--- src/rtl/video_timing_gen_if.sv ---
// Video source bundle between video_timing_gen and the pixel pipe.
//
// Protocol: there is no backpressure. The source presents one pixel slot
// per clock; a slot carries a valid pixel exactly when out_blank is 0, and
// the sink must accept it on that clock. en/pattern_sel are controls
// driven by the sink side.
//
// Signals:
//   en           control  1   1 = run, 0 = hold at origin in blanking
//   pattern_sel  control  2   test pattern select
//   out_red/green/blue    8   pattern colour, 0 during blank
//   out_hsync/out_vsync   1   active-high syncs
//   out_blank             1   1 outside the active region
//   pix_x / pix_y      11/10  active pixel position, 0 during blank
//   frame_start           1   pulse with the pixel at (0,0)
//   frame_cnt             8   completed-frame counter
interface video_timing_gen_if;
    logic        en;
    logic [1:0]  pattern_sel;
    logic [7:0]  out_red;
    logic [7:0]  out_green;
    logic [7:0]  out_blue;
    logic        out_hsync;
    logic        out_vsync;
    logic        out_blank;
    logic [10:0] pix_x;
    logic [9:0]  pix_y;
    logic        frame_start;
    logic [7:0]  frame_cnt;

    modport master (
        input  en, pattern_sel,
        output out_red, out_green, out_blue, out_hsync, out_vsync,
               out_blank, pix_x, pix_y, frame_start, frame_cnt
    );

    modport slave (
        output en, pattern_sel,
        input  out_red, out_green, out_blue, out_hsync, out_vsync,
               out_blank, pix_x, pix_y, frame_start, frame_cnt
    );
endinterface

--- src/rtl/video_timing_gen.sv ---
// video_timing_gen: stand-alone 720p60 timing and test-pattern source.
//
// Counters h (0..H_TOTAL-1) and v (0..V_TOTAL-1) walk the raster; every
// output is registered one clock after the counter state that produced it,
// so syncs, blank and RGB stay mutually aligned.
//
// Ports:
//   clk   in  pixel clock
//   rst   in  asynchronous, active-high reset
//   vif   video_timing_gen_if.master (en, pattern_sel in; video out)
module video_timing_gen #(
    parameter int H_ACTIVE = 1280,
    parameter int H_FP     = 110,
    parameter int H_SYNC   = 40,
    parameter int H_BP     = 220,
    parameter int V_ACTIVE = 720,
    parameter int V_FP     = 5,
    parameter int V_SYNC   = 5,
    parameter int V_BP     = 20
) (
    input  logic               clk,
    input  logic               rst,
    video_timing_gen_if.master vif
);
    localparam int H_TOTAL = H_ACTIVE + H_FP + H_SYNC + H_BP;
    localparam int V_TOTAL = V_ACTIVE + V_FP + V_SYNC + V_BP;

    localparam logic [10:0] H_ACT_END  = 11'(H_ACTIVE);
    localparam logic [10:0] H_SYNC_BEG = 11'(H_ACTIVE + H_FP);
    localparam logic [10:0] H_SYNC_END = 11'(H_ACTIVE + H_FP + H_SYNC);
    localparam logic [10:0] H_LAST     = 11'(H_TOTAL - 1);
    localparam logic [9:0]  V_ACT_END  = 10'(V_ACTIVE);
    localparam logic [9:0]  V_SYNC_BEG = 10'(V_ACTIVE + V_FP);
    localparam logic [9:0]  V_SYNC_END = 10'(V_ACTIVE + V_FP + V_SYNC);
    localparam logic [9:0]  V_LAST     = 10'(V_TOTAL - 1);
    localparam logic [10:0] BAR_W      = 11'd160;

    logic [10:0] h;
    logic [9:0]  v;
    logic [1:0]  pat_q;
    logic [7:0]  frame_cnt_q;

    logic        h_last;
    logic        v_last;
    logic        at_origin;
    logic        active;
    logic [1:0]  pat_eff;
    logic [2:0]  bar_code;
    logic [7:0]  red_c;
    logic [7:0]  green_c;
    logic [7:0]  blue_c;
    logic        hsync_c;
    logic        vsync_c;
    logic        blank_c;
    logic        fs_c;

    always_comb begin
        h_last    = (h == H_LAST);
        v_last    = (v == V_LAST);
        at_origin = (h == 11'd0) && (v == 10'd0);
        active    = (h < H_ACT_END) && (v < V_ACT_END);
        // The register loads at (0,0), so the origin pixel itself must
        // already use the newly selected pattern.
        pat_eff   = at_origin ? vif.pattern_sel : pat_q;
        // Bar index inverted so bar 0 is white; G follows the MSB, giving
        // white, yellow, cyan, green, magenta, red, blue, black.
        bar_code  = ~3'(h / BAR_W);
        red_c     = 8'h00;
        green_c   = 8'h00;
        blue_c    = 8'h00;
        if (active && vif.en) begin
            case (pat_eff)
                2'd0: begin
                    red_c   = {8{bar_code[1]}};
                    green_c = {8{bar_code[2]}};
                    blue_c  = {8{bar_code[0]}};
                end
                2'd1: begin
                    red_c   = h[10:3];
                    green_c = h[10:3];
                    blue_c  = h[10:3];
                end
                2'd2: begin
                    red_c   = v[9:2];
                    green_c = v[9:2];
                    blue_c  = v[9:2];
                end
                default: begin
                    red_c   = {8{h[6] ^ v[6]}};
                    green_c = {8{h[6] ^ v[6]}};
                    blue_c  = {8{h[6] ^ v[6]}};
                end
            endcase
        end
        // With en low everything collapses to the reset values.
        hsync_c = vif.en && (h >= H_SYNC_BEG) && (h < H_SYNC_END);
        vsync_c = vif.en && (v >= V_SYNC_BEG) && (v < V_SYNC_END);
        blank_c = !(vif.en && active);
        fs_c    = vif.en && at_origin;
    end

    // Raster counters, pattern register and frame counter.
    always_ff @(posedge clk or posedge rst) begin
        if (rst) begin
            h           <= 11'd0;
            v           <= 10'd0;
            pat_q       <= 2'd0;
            frame_cnt_q <= 8'd0;
        end else begin
            if (at_origin) begin
                pat_q <= vif.pattern_sel;
            end
            if (!vif.en) begin
                h <= 11'd0;
                v <= 10'd0;
            end else if (h_last) begin
                h <= 11'd0;
                if (v_last) begin
                    v           <= 10'd0;
                    frame_cnt_q <= frame_cnt_q + 8'd1;
                end else begin
                    v <= v + 10'd1;
                end
            end else begin
                h <= h + 11'd1;
            end
        end
    end

    // Output register stage.
    always_ff @(posedge clk or posedge rst) begin
        if (rst) begin
            vif.out_red     <= 8'h00;
            vif.out_green   <= 8'h00;
            vif.out_blue    <= 8'h00;
            vif.out_hsync   <= 1'b0;
            vif.out_vsync   <= 1'b0;
            vif.out_blank   <= 1'b1;
            vif.pix_x       <= 11'd0;
            vif.pix_y       <= 10'd0;
            vif.frame_start <= 1'b0;
        end else begin
            vif.out_red     <= red_c;
            vif.out_green   <= green_c;
            vif.out_blue    <= blue_c;
            vif.out_hsync   <= hsync_c;
            vif.out_vsync   <= vsync_c;
            vif.out_blank   <= blank_c;
            vif.pix_x       <= blank_c ? 11'd0 : h;
            vif.pix_y       <= blank_c ? 10'd0 : v;
            vif.frame_start <= fs_c;
        end
    end

    assign vif.frame_cnt = frame_cnt_q;
endmodule

--- src/flat_wrapper.sv ---
// flat-port wrapper written by rule: the top's interface ports become plain ports
module video_timing_gen_flat 
#(
    parameter int H_ACTIVE = 1280,
    parameter int H_FP     = 110,
    parameter int H_SYNC   = 40,
    parameter int H_BP     = 220,
    parameter int V_ACTIVE = 720,
    parameter int V_FP     = 5,
    parameter int V_SYNC   = 5,
    parameter int V_BP     = 20
)
  (clk, rst, vif_en, vif_pattern_sel, vif_out_red, vif_out_green, vif_out_blue, vif_out_hsync, vif_out_vsync, vif_out_blank, vif_pix_x, vif_pix_y, vif_frame_start, vif_frame_cnt);
  video_timing_gen_if vif_i ();
  input  logic clk;
  input  logic rst;
  input wire logic [$bits(vif_i.en)-1:0] vif_en;
  input wire logic [$bits(vif_i.pattern_sel)-1:0] vif_pattern_sel;
  output wire logic [$bits(vif_i.out_red)-1:0] vif_out_red;
  output wire logic [$bits(vif_i.out_green)-1:0] vif_out_green;
  output wire logic [$bits(vif_i.out_blue)-1:0] vif_out_blue;
  output wire logic [$bits(vif_i.out_hsync)-1:0] vif_out_hsync;
  output wire logic [$bits(vif_i.out_vsync)-1:0] vif_out_vsync;
  output wire logic [$bits(vif_i.out_blank)-1:0] vif_out_blank;
  output wire logic [$bits(vif_i.pix_x)-1:0] vif_pix_x;
  output wire logic [$bits(vif_i.pix_y)-1:0] vif_pix_y;
  output wire logic [$bits(vif_i.frame_start)-1:0] vif_frame_start;
  output wire logic [$bits(vif_i.frame_cnt)-1:0] vif_frame_cnt;
  assign vif_i.en = vif_en;
  assign vif_i.pattern_sel = vif_pattern_sel;
  assign vif_out_red = vif_i.out_red;
  assign vif_out_green = vif_i.out_green;
  assign vif_out_blue = vif_i.out_blue;
  assign vif_out_hsync = vif_i.out_hsync;
  assign vif_out_vsync = vif_i.out_vsync;
  assign vif_out_blank = vif_i.out_blank;
  assign vif_pix_x = vif_i.pix_x;
  assign vif_pix_y = vif_i.pix_y;
  assign vif_frame_start = vif_i.frame_start;
  assign vif_frame_cnt = vif_i.frame_cnt;
  video_timing_gen #(.H_ACTIVE(H_ACTIVE), .H_FP(H_FP), .H_SYNC(H_SYNC), .H_BP(H_BP), .V_ACTIVE(V_ACTIVE), .V_FP(V_FP), .V_SYNC(V_SYNC), .V_BP(V_BP)) u_core (.clk(clk), .rst(rst), .vif(vif_i));
endmodule
--- config.mk ---
export PLATFORM = sky130hd
export DESIGN_NAME = video_timing_gen_flat
export DESIGN_NICKNAME = d
export VERILOG_FILES = /design/src/rtl/video_timing_gen_if.sv /design/src/rtl/video_timing_gen.sv /design/src/flat_wrapper.sv
export SDC_FILE = /design/constraint.sdc
export NUM_CORES = 1
export LEC_CHECK = 0
export CORE_MARGIN = 1.5
export CORE_UTILIZATION = 35
export DETAILED_ROUTE_END_ITERATION = 6
export PLACE_DENSITY = 0.65
export REMOVE_ABC_BUFFERS = 1
export SLEW_MARGIN = 20
export SYNTH_ARGS = -nofsm -noshare
export SYNTH_HDL_FRONTEND = slang
export SYNTH_SLANG_ARGS = --single-unit
--- constraint.sdc ---
create_clock -name clk -period 4.5 [get_ports clk]
set_input_delay 0.9 -clock clk [delete_from_list [all_inputs] [get_ports clk]]
set_output_delay 0.9 -clock clk [all_outputs]
set_load 0.005 [all_outputs]
==> flow_summary.yaml, run 1 <==
critical_path:
  startpoint_type: "input port"
  critPathArrivalTime_ns: 3.03
  path_class: "input port to flop"
  worstPathMaxFanout: 33
  worst_ep_required_time_ns: 4.72
  reg2reg_depth: 5
  end_kind: "flop"
  reg2reg_slack_ns: 1.88
  reg2reg_to: "u_core.vif.out_green[4]"
  r2r-start: "u_core.h[9]"
detailed_routing:
  drt_iter0_drc: 108
  drt_pass1_iterations: 4
  drc_errors: 0
  routed_via_density: 5.27
  drt_wl_total_um: 8880
  vias: 3030
  wl_per_cell_um: 15.4
  ant_nets: 0
run:
  maxCapViolCount: 0
clocking:
  cts.clk_slew.worst_paths_ns: 0.06
  cts_buffers: 9
  htreeDepth: 3
  cts_tree: "done"
  post_cts_buffers: 0
  clk_latency_ns: 0.33
  cts_hold_buf: 0
  cts_root_buffer: "clkbuf_16"
  cts_resized: 0
  cts_sinks: 80
  clockBufferDepth: 2
cells_and_area:
  nets: 443
  drive_above_1_share_pct: 10.3
  n_antenna_cell: 0
  areaGrowthSynthToFinish_pct: 23.2
  nFillCells: 1059
floorplanning:
  core-area_um2: 11000
  start_util_pct: 36.4
  die_width_um: 110
  rows: 38
  die_h_um: 110
  die-area_um2: 12100
  pin_count: 62
worst_hold_path:
  min_from: "u_core.vif.frame_cnt[7]"
  hold_end: "u_core.vif.frame_cnt[7]"
  hold_path_class: "flop to flop"
  hold_depth: 1
sta:
  max_slew_margin_pct: 31.9
  tightest_slew_ns: 1.01
  finalHoldViolations: 0
  tns_ns: 0
  hold_slack_ns: 0.472
  fmax_ghz: 0.356
  finalCritPeriodShare_pct: 62.4
  fin_crit_ns: 2.81
  fin_skew_ns: 0.00840
  setup-violations-final: 0
  rsz0062_at_grt: "false"
  slew_violations: 0
yosys:
  ys_async_sr_fraction_pct: 100
  synthCells: 388
  synth_area_um2: 4010
  yosys_warnings: 0
  synth_top_area_share_pct: 49.3
  yosysUniqueCellTypes: 61
  synth_flop_cell: "dfrtp_1"
  synth_area_leaders: "dfrtp_1, a211oi_1, nor2_1"
  syn_avg_cell_area_um2: 10.3
  ys_ff_latch: 80
  ys_seq_area_share_pct: 49.9
  synth_top_area_cell: "dfrtp_1"
  synth-edff-count: 0
run_status:
  outcome: "finished clean"
grt:
  track_usage_pct: 15.4
  globalRouteOverflowTotal: 0
  grt_pass1_vias: 2894
  antenna_found_initial: 0
  grt_max_degree: 53
  grt_pass1_wl_um: 14500
pwr:
  ir_drop_mv: 0.191
  p_per_area_nw_per_um2: 367
  total_leakage_power_nw: 2.03
placed_design:
  port_buffers: 61
  finalWeightedCongestion: 0.832
  dp_hpwl_um: 6060
[state kept, by name (all words and copies together) (netlist names)]
signal / flops
u_core.vif.out_hsync: 1
u_core.vif.frame_start: 1
u_core.pat_q: 2
u_core.vif.pix_x: 11
u_core.vif.out_green: 8
u_core.h: 11
u_core.v: 10
u_core.vif.out_red: 8
u_core.vif.out_blue: 8
u_core.vif.out_vsync: 1
u_core.vif.pix_y: 10
u_core.vif.out_blank: 1
u_core.vif.frame_cnt: 8
[cells in the final DEF, fill, tap and decap left out, types with 3 or more instances in the layout]
cell,Yosys,layout
nor2_1,35,35
nand2b_1,4,4
ha_1,8,8
clkbuf_16,0,9
mux2_2,5,5
or3_4,3,3
o21ai_1,4,4
a31oi_1,3,3
o31ai_1,5,4
inv_1,14,13
nand2_1,18,18
nor4_1,4,4
and3_1,3,3
a211oi_1,25,25
xnor2_1,12,12
dfrtp_1,79,79
nand4_1,11,11
nor2b_1,5,5
o21ai_0,25,25
and2_1,14,14
nor3_1,5,5
nand4b_1,3,3
a21oi_1,8,8
nand3_1,13,13
a21o_1,3,3
xor2_1,6,6
clkdlybuf4s50_1,0,61
[worst max-delay path by stage]
stage,from,end,slack [ns],depth (start not counted)
global route,vif_en,u_core.vif.out_red[3],1.42,4
finish,vif_en,u_core.vif.out_green[4],1.69,4
global placement,vif_en,u_core.vif.out_blue[4],1.50,4
detailed placement,vif_en,u_core.vif.out_green[4],1.35,4
CTS,vif_en,u_core.vif.out_green[4],1.69,4
floorplan,rst,u_core.h[0],1.55,1
[per-layer routing]
layer	up-vias	share of wire, %	global-route usage [%]
li1	1482	-	-
met1	1454	48	21.4
met2	86	46	24.0
met3	8	5.0	3.64
met4	0	0.99	4.55
met5	-	0	0
[cells by family (layout without fill, tap and decap cells)]
kind of cell               count (synthesis)  after routing  synth area share, %
and+or+nand+nor                          139            139                 20.5
buffers and inverters                     45             92                 5.64
muxes                                      6              6                 1.65
adders and majority gates                  8              8                 2.49
DFF                                       80             80                 49.9
AOI/OAI and AO/OA                         92             92                 15.9
xor gates and xnor gates                  18             18                 3.93
[cell usage after synthesis, types with 3 or more instances]
master    instances
nor4_1            4
nand3_1          13
dfrtp_1          79
a21o_1            3
buf_6             6
mux2_2            5
nand4_1          11
xor2_1            6
inv_1            14
o31ai_1           5
a21oi_1           8
nand4b_1          3
nor2_1           35
o21ai_0          25
a31oi_1           3
or3_4             3
a211oi_1         25
ha_1              8
nor3_1            5
nand2_1          18
clkbuf_1         14
o21ai_1           4
and3_1            3
buf_2            10
nand2b_1          4
and2_1           14
xnor2_1          12
nor2b_1           5
[metrics by stage]
| step | setup WS (ns) | power, mW | instance area, µm² | std cells | utilization [%] |
|---|---|---|---|---|---|
| after detailed placement | 1.35 | 1.09 | 4640 | 559 | 42.0 |
| after global routing | 1.42 | 1.90 | 4940 | 575 | 44.8 |
| after global placement | 1.50 | 1.08 | 4640 | 559 | 42.0 |
| final | 1.69 | 1.81 | 4940 | 575 | 44.8 |
| after CTS | 1.69 | 1.83 | 4940 | 575 | 44.8 |
| after floorplan | 1.55 | 0.953 | 3840 | 357 | - |
[where the power goes]
| group | leakage [nW] | internal, mW | switching [mW] | total [mW] |
|---|---|---|---|---|
| clock network | 0.149 | 0.461 | 0.278 | 0.739 |
| logic | 0.794 | 0.138 | 0.136 | 0.273 |
| registers | 1.08 | 0.768 | 0.0324 | 0.800 |
[final cells by class]
| class | instances | area (µm²) | area share, % |
|---|---|---|---|
| Sequential cell | 80 | 2000 | 40.5 |
| Multi-Input combinational cell | 263 | 1790 | 36.2 |
| Timing Repair Buffer | 62 | 618 | 12.5 |
| Clock buffer | 12 | 256 | 5.19 |
| Tap cell | 140 | 175 | 3.54 |
| Inverter | 14 | 52.6 | 1.06 |
| Clock inverter | 4 | 51.3 | 1.04 |
[critical path, cell delays in order]
cell             delay (ns)
clkdlybuf4s50_1        0.70
and4_1                 0.49
inv_1                  0.52
a211oi_1               0.40
No activity file was read; power rests on OpenSTA's default activity.
==> run 2, diff against run 1 <==
- PLACE_DENSITY: 0.65 -> 0.67
- clock period: 4.5 -> 2.34 ns (I/O delays scaled with it)
==> run 2 against run 1 <==
First-iteration DRC count grew 42%. Largest power group unchanged. Highest routed layer unchanged. Clock power grew 84%. Die area is the same. Utilization grew 2.1 points. Critical path depth grew 3. Flip-flop and latch count is the same.
==> flow_summary.yaml, run 2 (synthesized netlist as in run 1, its figures left out) <==
floorplanning:
  pin_count: 62
  die-area_um2: 12100
  core-area_um2: 11000
  die_h_um: 110
  die_width_um: 110
  rows: 38
  start_util_pct: 36.4
detailed_routing:
  drt_wl_total_um: 9470
  wl_per_cell_um: 15.7
  drt_iter0_drc: 153
  drt_pass1_iterations: 5
  routed_via_density: 5.29
  vias: 3198
  ant_nets: 0
  drc_errors: 0
sta:
  rsz0062_at_grt: "true"
  fmax_ghz: 0.447
  max_slew_margin_pct: 58.9
  fin_crit_ns: 2.24
  finalCritPeriodShare_pct: 95.5
  fin_skew_ns: 0.00940
  finalHoldViolations: 0
  setup-violations-final: 0
  slew_violations: 0
  tightest_slew_ns: 0.612
grt:
  grt_pass1_wl_um: 15300
  grt_pass1_vias: 3027
  grt_max_degree: 37
  antenna_found_initial: 0
  track_usage_pct: 16.7
  globalRouteOverflowTotal: 0
pwr:
  power.total_mw: 3.48
  p_per_area_nw_per_um2: 672
  ir_drop_mv: 0.352
  total_leakage_power_nw: 2.17
clocking:
  clk_latency_ns: 0.34
  htreeDepth: 3
  cts_root_buffer: "clkbuf_16"
  cts_tree: "done"
  cts.clk_slew.worst_paths_ns: 0.06
  cts_sinks: 80
  clockBufferDepth: 2
  cts_buffers: 9
  post_cts_buffers: 0
placed_design:
  dp_hpwl_um: 6690
  port_buffers: 61
  dp_cells: 588
  finalWeightedCongestion: 0.906
  placed_area_um2: 4870
run_status:
  outcome: "finished clean"
worst_hold_path:
  hold_path_class: "input port to asynchronous set/reset pin"
cells_and_area:
  layout_commonest_cell: "dfrtp_1"
  mostFrequentLayoutCells: "dfrtp_1, clkdlybuf4s50_1, nor2_1"
  final_area_um2: 5180
  drive_above_1_share_pct: 15.9
  nets: 472
  nFillCells: 1027
  fin_cells: 604
  n_antenna_cell: 0
  areaGrowthSynthToFinish_pct: 29.0
  largest_registers: "u_core.h: 11 flops, u_core.vif.pix_x: 11 flops"
critical_path:
  r2r-start: "u_core.v[1]"
  reg2reg_depth: 7
  critPathArrivalTime_ns: 2.47
  worstPathMaxFanout: 6
  path_class: "flop to flop"
  critPathLaunch: "u_core.v[1]"
  worst_ep_required_time_ns: 2.57
  reg2reg_to: "u_core.vif.out_red[1]"
  end_kind: "flop"
  startpoint_type: "flop"
  reg2reg_slack_ns: 0.10
run:
  maxCapViolCount: 0
## run 2: what timing repair did
action                     4_1_cts  5_1_grt
setup endpoints to repair        0       13
hold endpoints to repair         0        0
hold buffers                     0        0
gates resized for setup          0        2
## run 2: worst max-delay path, stage by stage, from the launching register on
cell and delay (ns):
dfrtp_1 0.45, inv_1 0.17, ha_1 0.18, and4bb_2 0.28, nand3_2 0.15, nor2_2 0.23, mux2_2 0.39, a211oi_1 0.29
## run 2: cell type report
cell class | instances | area (µm²) | area share [%]
clock buffers | 10 | 229 | 4.42
clock inverters | 6 | 60.1 | 1.16
inverters | 14 | 52.6 | 1.01
multi-input cells | 263 | 1800 | 34.7
flip-flops and latches | 80 | 2000 | 38.7
well taps | 140 | 175 | 3.38
repair buffers | 91 | 861 | 16.6
## run 2: layer usage
metal | part of all wire (%) | GRT usage, %
met1 | 46 | 22.1
met2 | 47 | 25.8
met3 | 6.2 | 4.82
met4 | 1.3 | 6.03
met5 | 0 | 0
## run 2: worst max path at each step
stage                                    to  slack (ns)  depth (start not counted)
global placement    u_core.vif.frame_cnt[7]        0.09                          6
CTS                   u_core.vif.out_red[1]        0.03                          7
global route        u_core.vif.out_green[3]       -0.03                          8
floorplan                       u_core.h[0]       -0.18                          1
finish                u_core.vif.out_red[1]        0.10                          7
detailed placement  u_core.vif.frame_cnt[7]        0.06                          6
## run 2: stage by stage
stage | hold slack (ns) | setup slack (ns) | util, % | TNS (ns)
2_1_floorplan | 0.468 | -0.178 | - | -14.07
5_1_grt | 0.462 | -0.0308 | 46.9 | -0.0804
6_report | 0.408 | 0.104 | 46.9 | 0
3_3_place_gp | 0.478 | 0.0883 | 44.2 | 0
3_5_place_dp | 0.482 | 0.0591 | 44.2 | 0
4_1_cts | 0.411 | 0.0282 | 46.8 | 0
## run 2: power by group
| part | switching, mW | internal, mW |
|---|---|---|
| logic | 0.277 | 0.302 |
| registers | 0.0602 | 1.48 |
| clock network | 0.544 | 0.820 |
| total | 0.881 | 2.60 |
==> RTL change, RTL diff (config.mk and constraints of run 2) <==
Make the reset (`rst`) synchronous in 2 clocked blocks. Comments in the files are not updated.
--- a/src/rtl/video_timing_gen.sv
+++ b/src/rtl/video_timing_gen.sv
@@ -101,5 +101,5 @@
 
     // Raster counters, pattern register and frame counter.
-    always_ff @(posedge clk or posedge rst) begin
+    always_ff @(posedge clk) begin
         if (rst) begin
             h           <= 11'd0;
@@ -129,5 +129,5 @@
 
     // Output register stage.
-    always_ff @(posedge clk or posedge rst) begin
+    always_ff @(posedge clk) begin
         if (rst) begin
             vif.out_red     <= 8'h00;
Function: differs if rst is asserted again (counterexample within 4 cycles, from zero or initial values and one cycle with rst high); with rst held inactive, the same outputs for 10 cycles.
==> RTL change against run 2 <==
  * Cell area fell by 12%
  * Critical path depth rose by 2
  * Synthesized area fell by 17%
  * Routed wire length fell by 16%
  * Sequential cell count did not move
  * Fmax rose by 0.73%
  * Worst setup slack improved by 0.016 ns
  * Critical path type unchanged
  * Critical endpoint is now u_core.vif.out_red[7]
Power is not compared: it rests on default switching activity, and its combinational part moved more than twofold at a synthesized area within 25%.
==> RTL change: results (changes against run 2) <==
INFO  metric slew_headroom = 0.726 (was 0.589)
INFO  metric synth_cell_types = 57 (was 61)
INFO  metric setup.worst_path.end = u_core.vif.out_red[7] (was u_core.vif.out_red[1])
INFO  metric status = complete, no violations (unchanged)
INFO  metric grt_max_degree = 21 (was 37)
INFO  metric crit_slowest_cell = sky130_fd_sc_hd__dfxtp_1 (was sky130_fd_sc_hd__dfrtp_1)
INFO  metric first_global_vias = 2,650 (was 3,027)
INFO  metric fin_worst_skew = 0.00952 ns (was 0.00940 ns)
INFO  metric clkSlewWorstSetupHoldPaths = 0.08 ns (was 0.06 ns)
INFO  metric detailroute.via_count = 2,800 (was 3,198)
INFO  metric detailedRoute.firstIterationViolations = 183 (was 153)
INFO  metric place_congestion = 0.846 (was 0.906)
INFO  metric hold_ws = 0.483 ns (was 0.408 ns)
INFO  metric timing.reg2reg.worst_path_depth = 9 (was 7)
INFO  metric drt-total-wl = 7950 microns (was 9470 microns)
INFO  metric cp_max_fo = 15 (was 6)
INFO  metric postSynth.asyncResetShare = 0 (was 1.00)
INFO  metric top_post_synthesis_cells_by_area = sky130_fd_sc_hd__dfxtp_1 48%, sky130_fd_sc_hd__nor2_1 5.5%, sky130_fd_sc_hd__a221o_1 4.5% (was sky130_fd_sc_hd__dfrtp_1 49%, sky130_fd_sc_hd__a211oi_1 4.7%, sky130_fd_sc_hd__nor2_1 3.3%)
INFO  metric total_routing_usage_reported_by_global_routing = 0.163 (was 0.167)
INFO  metric detailedRoute.firstPassIterationCount = 7 (was 5)
INFO  metric dpl_cell_area = 4220 sq um (was 4870 sq um)
INFO  metric clock_tree.root_cell = sky130_fd_sc_hd__clkbuf_8 (was sky130_fd_sc_hd__clkbuf_16)
INFO  metric yosys.area_share.adder = 0.0329 (was 0.0249)
INFO  metric floorplan.initialDensity = 0.362 (was 0.364)
INFO  metric flop2flop_setup_slack = 0.12 ns (was 0.10 ns)
INFO  metric synth_top_cells_by_count = 80 x sky130_fd_sc_hd__dfxtp_1, 49 x sky130_fd_sc_hd__nor2_1, 16 x sky130_fd_sc_hd__xor2_1, 15 x sky130_fd_sc_hd__a221o_1, 15 x sky130_fd_sc_hd__nand3_1 (was 79 x sky130_fd_sc_hd__dfrtp_1, 35 x sky130_fd_sc_hd__nor2_1, 25 x sky130_fd_sc_hd__a211oi_1, 25 x sky130_fd_sc_hd__o21ai_0, 18 x sky130_fd_sc_hd__nand2_1)
INFO  metric synth_compound_gate_area_share = 0.140 (was 0.159)
INFO  metric grt_pass1_wl = 12,800 microns (was 15,300 microns)
[RTL change: changes by cell type after synthesis, sizes merged, moves of 13 or more]
| cell | before | now |
|---|---|---|
| nor2 | 36 | 49 |
| dfrtp | 79 | 0 |
| dfxtp | 0 | 80 |
| a211oi | 25 | 4 |
| a221o | 0 | 15 |
| o21ai | 31 | 4 |
[RTL change: cell type report]
| class | instances | area [sq um] |
|---|---|---|
| Clock inverter | 2 | 60.1 |
| Timing Repair Buffer | 93 | 876 |
| Inverter | 11 | 41.3 |
| Fill cell | 854 | 4700 |
| Tap cell | 129 | 161 |
| Multi-Input combinational cell | 236 | 1620 |
| Clock buffer | 14 | 173 |
| Sequential cell | 80 | 1600 |
[RTL change: layer usage]
layer	vias to the layer above	wire length (microns)	GRT usage	part of all wire
li1	1396	-	-	-
met1	1325	3680	0.215	0.46
met2	75	3820	0.261	0.48
met3	4	402	0.0430	0.051
met4	0	48	0.0466	0.0060
met5	-	0	0	0
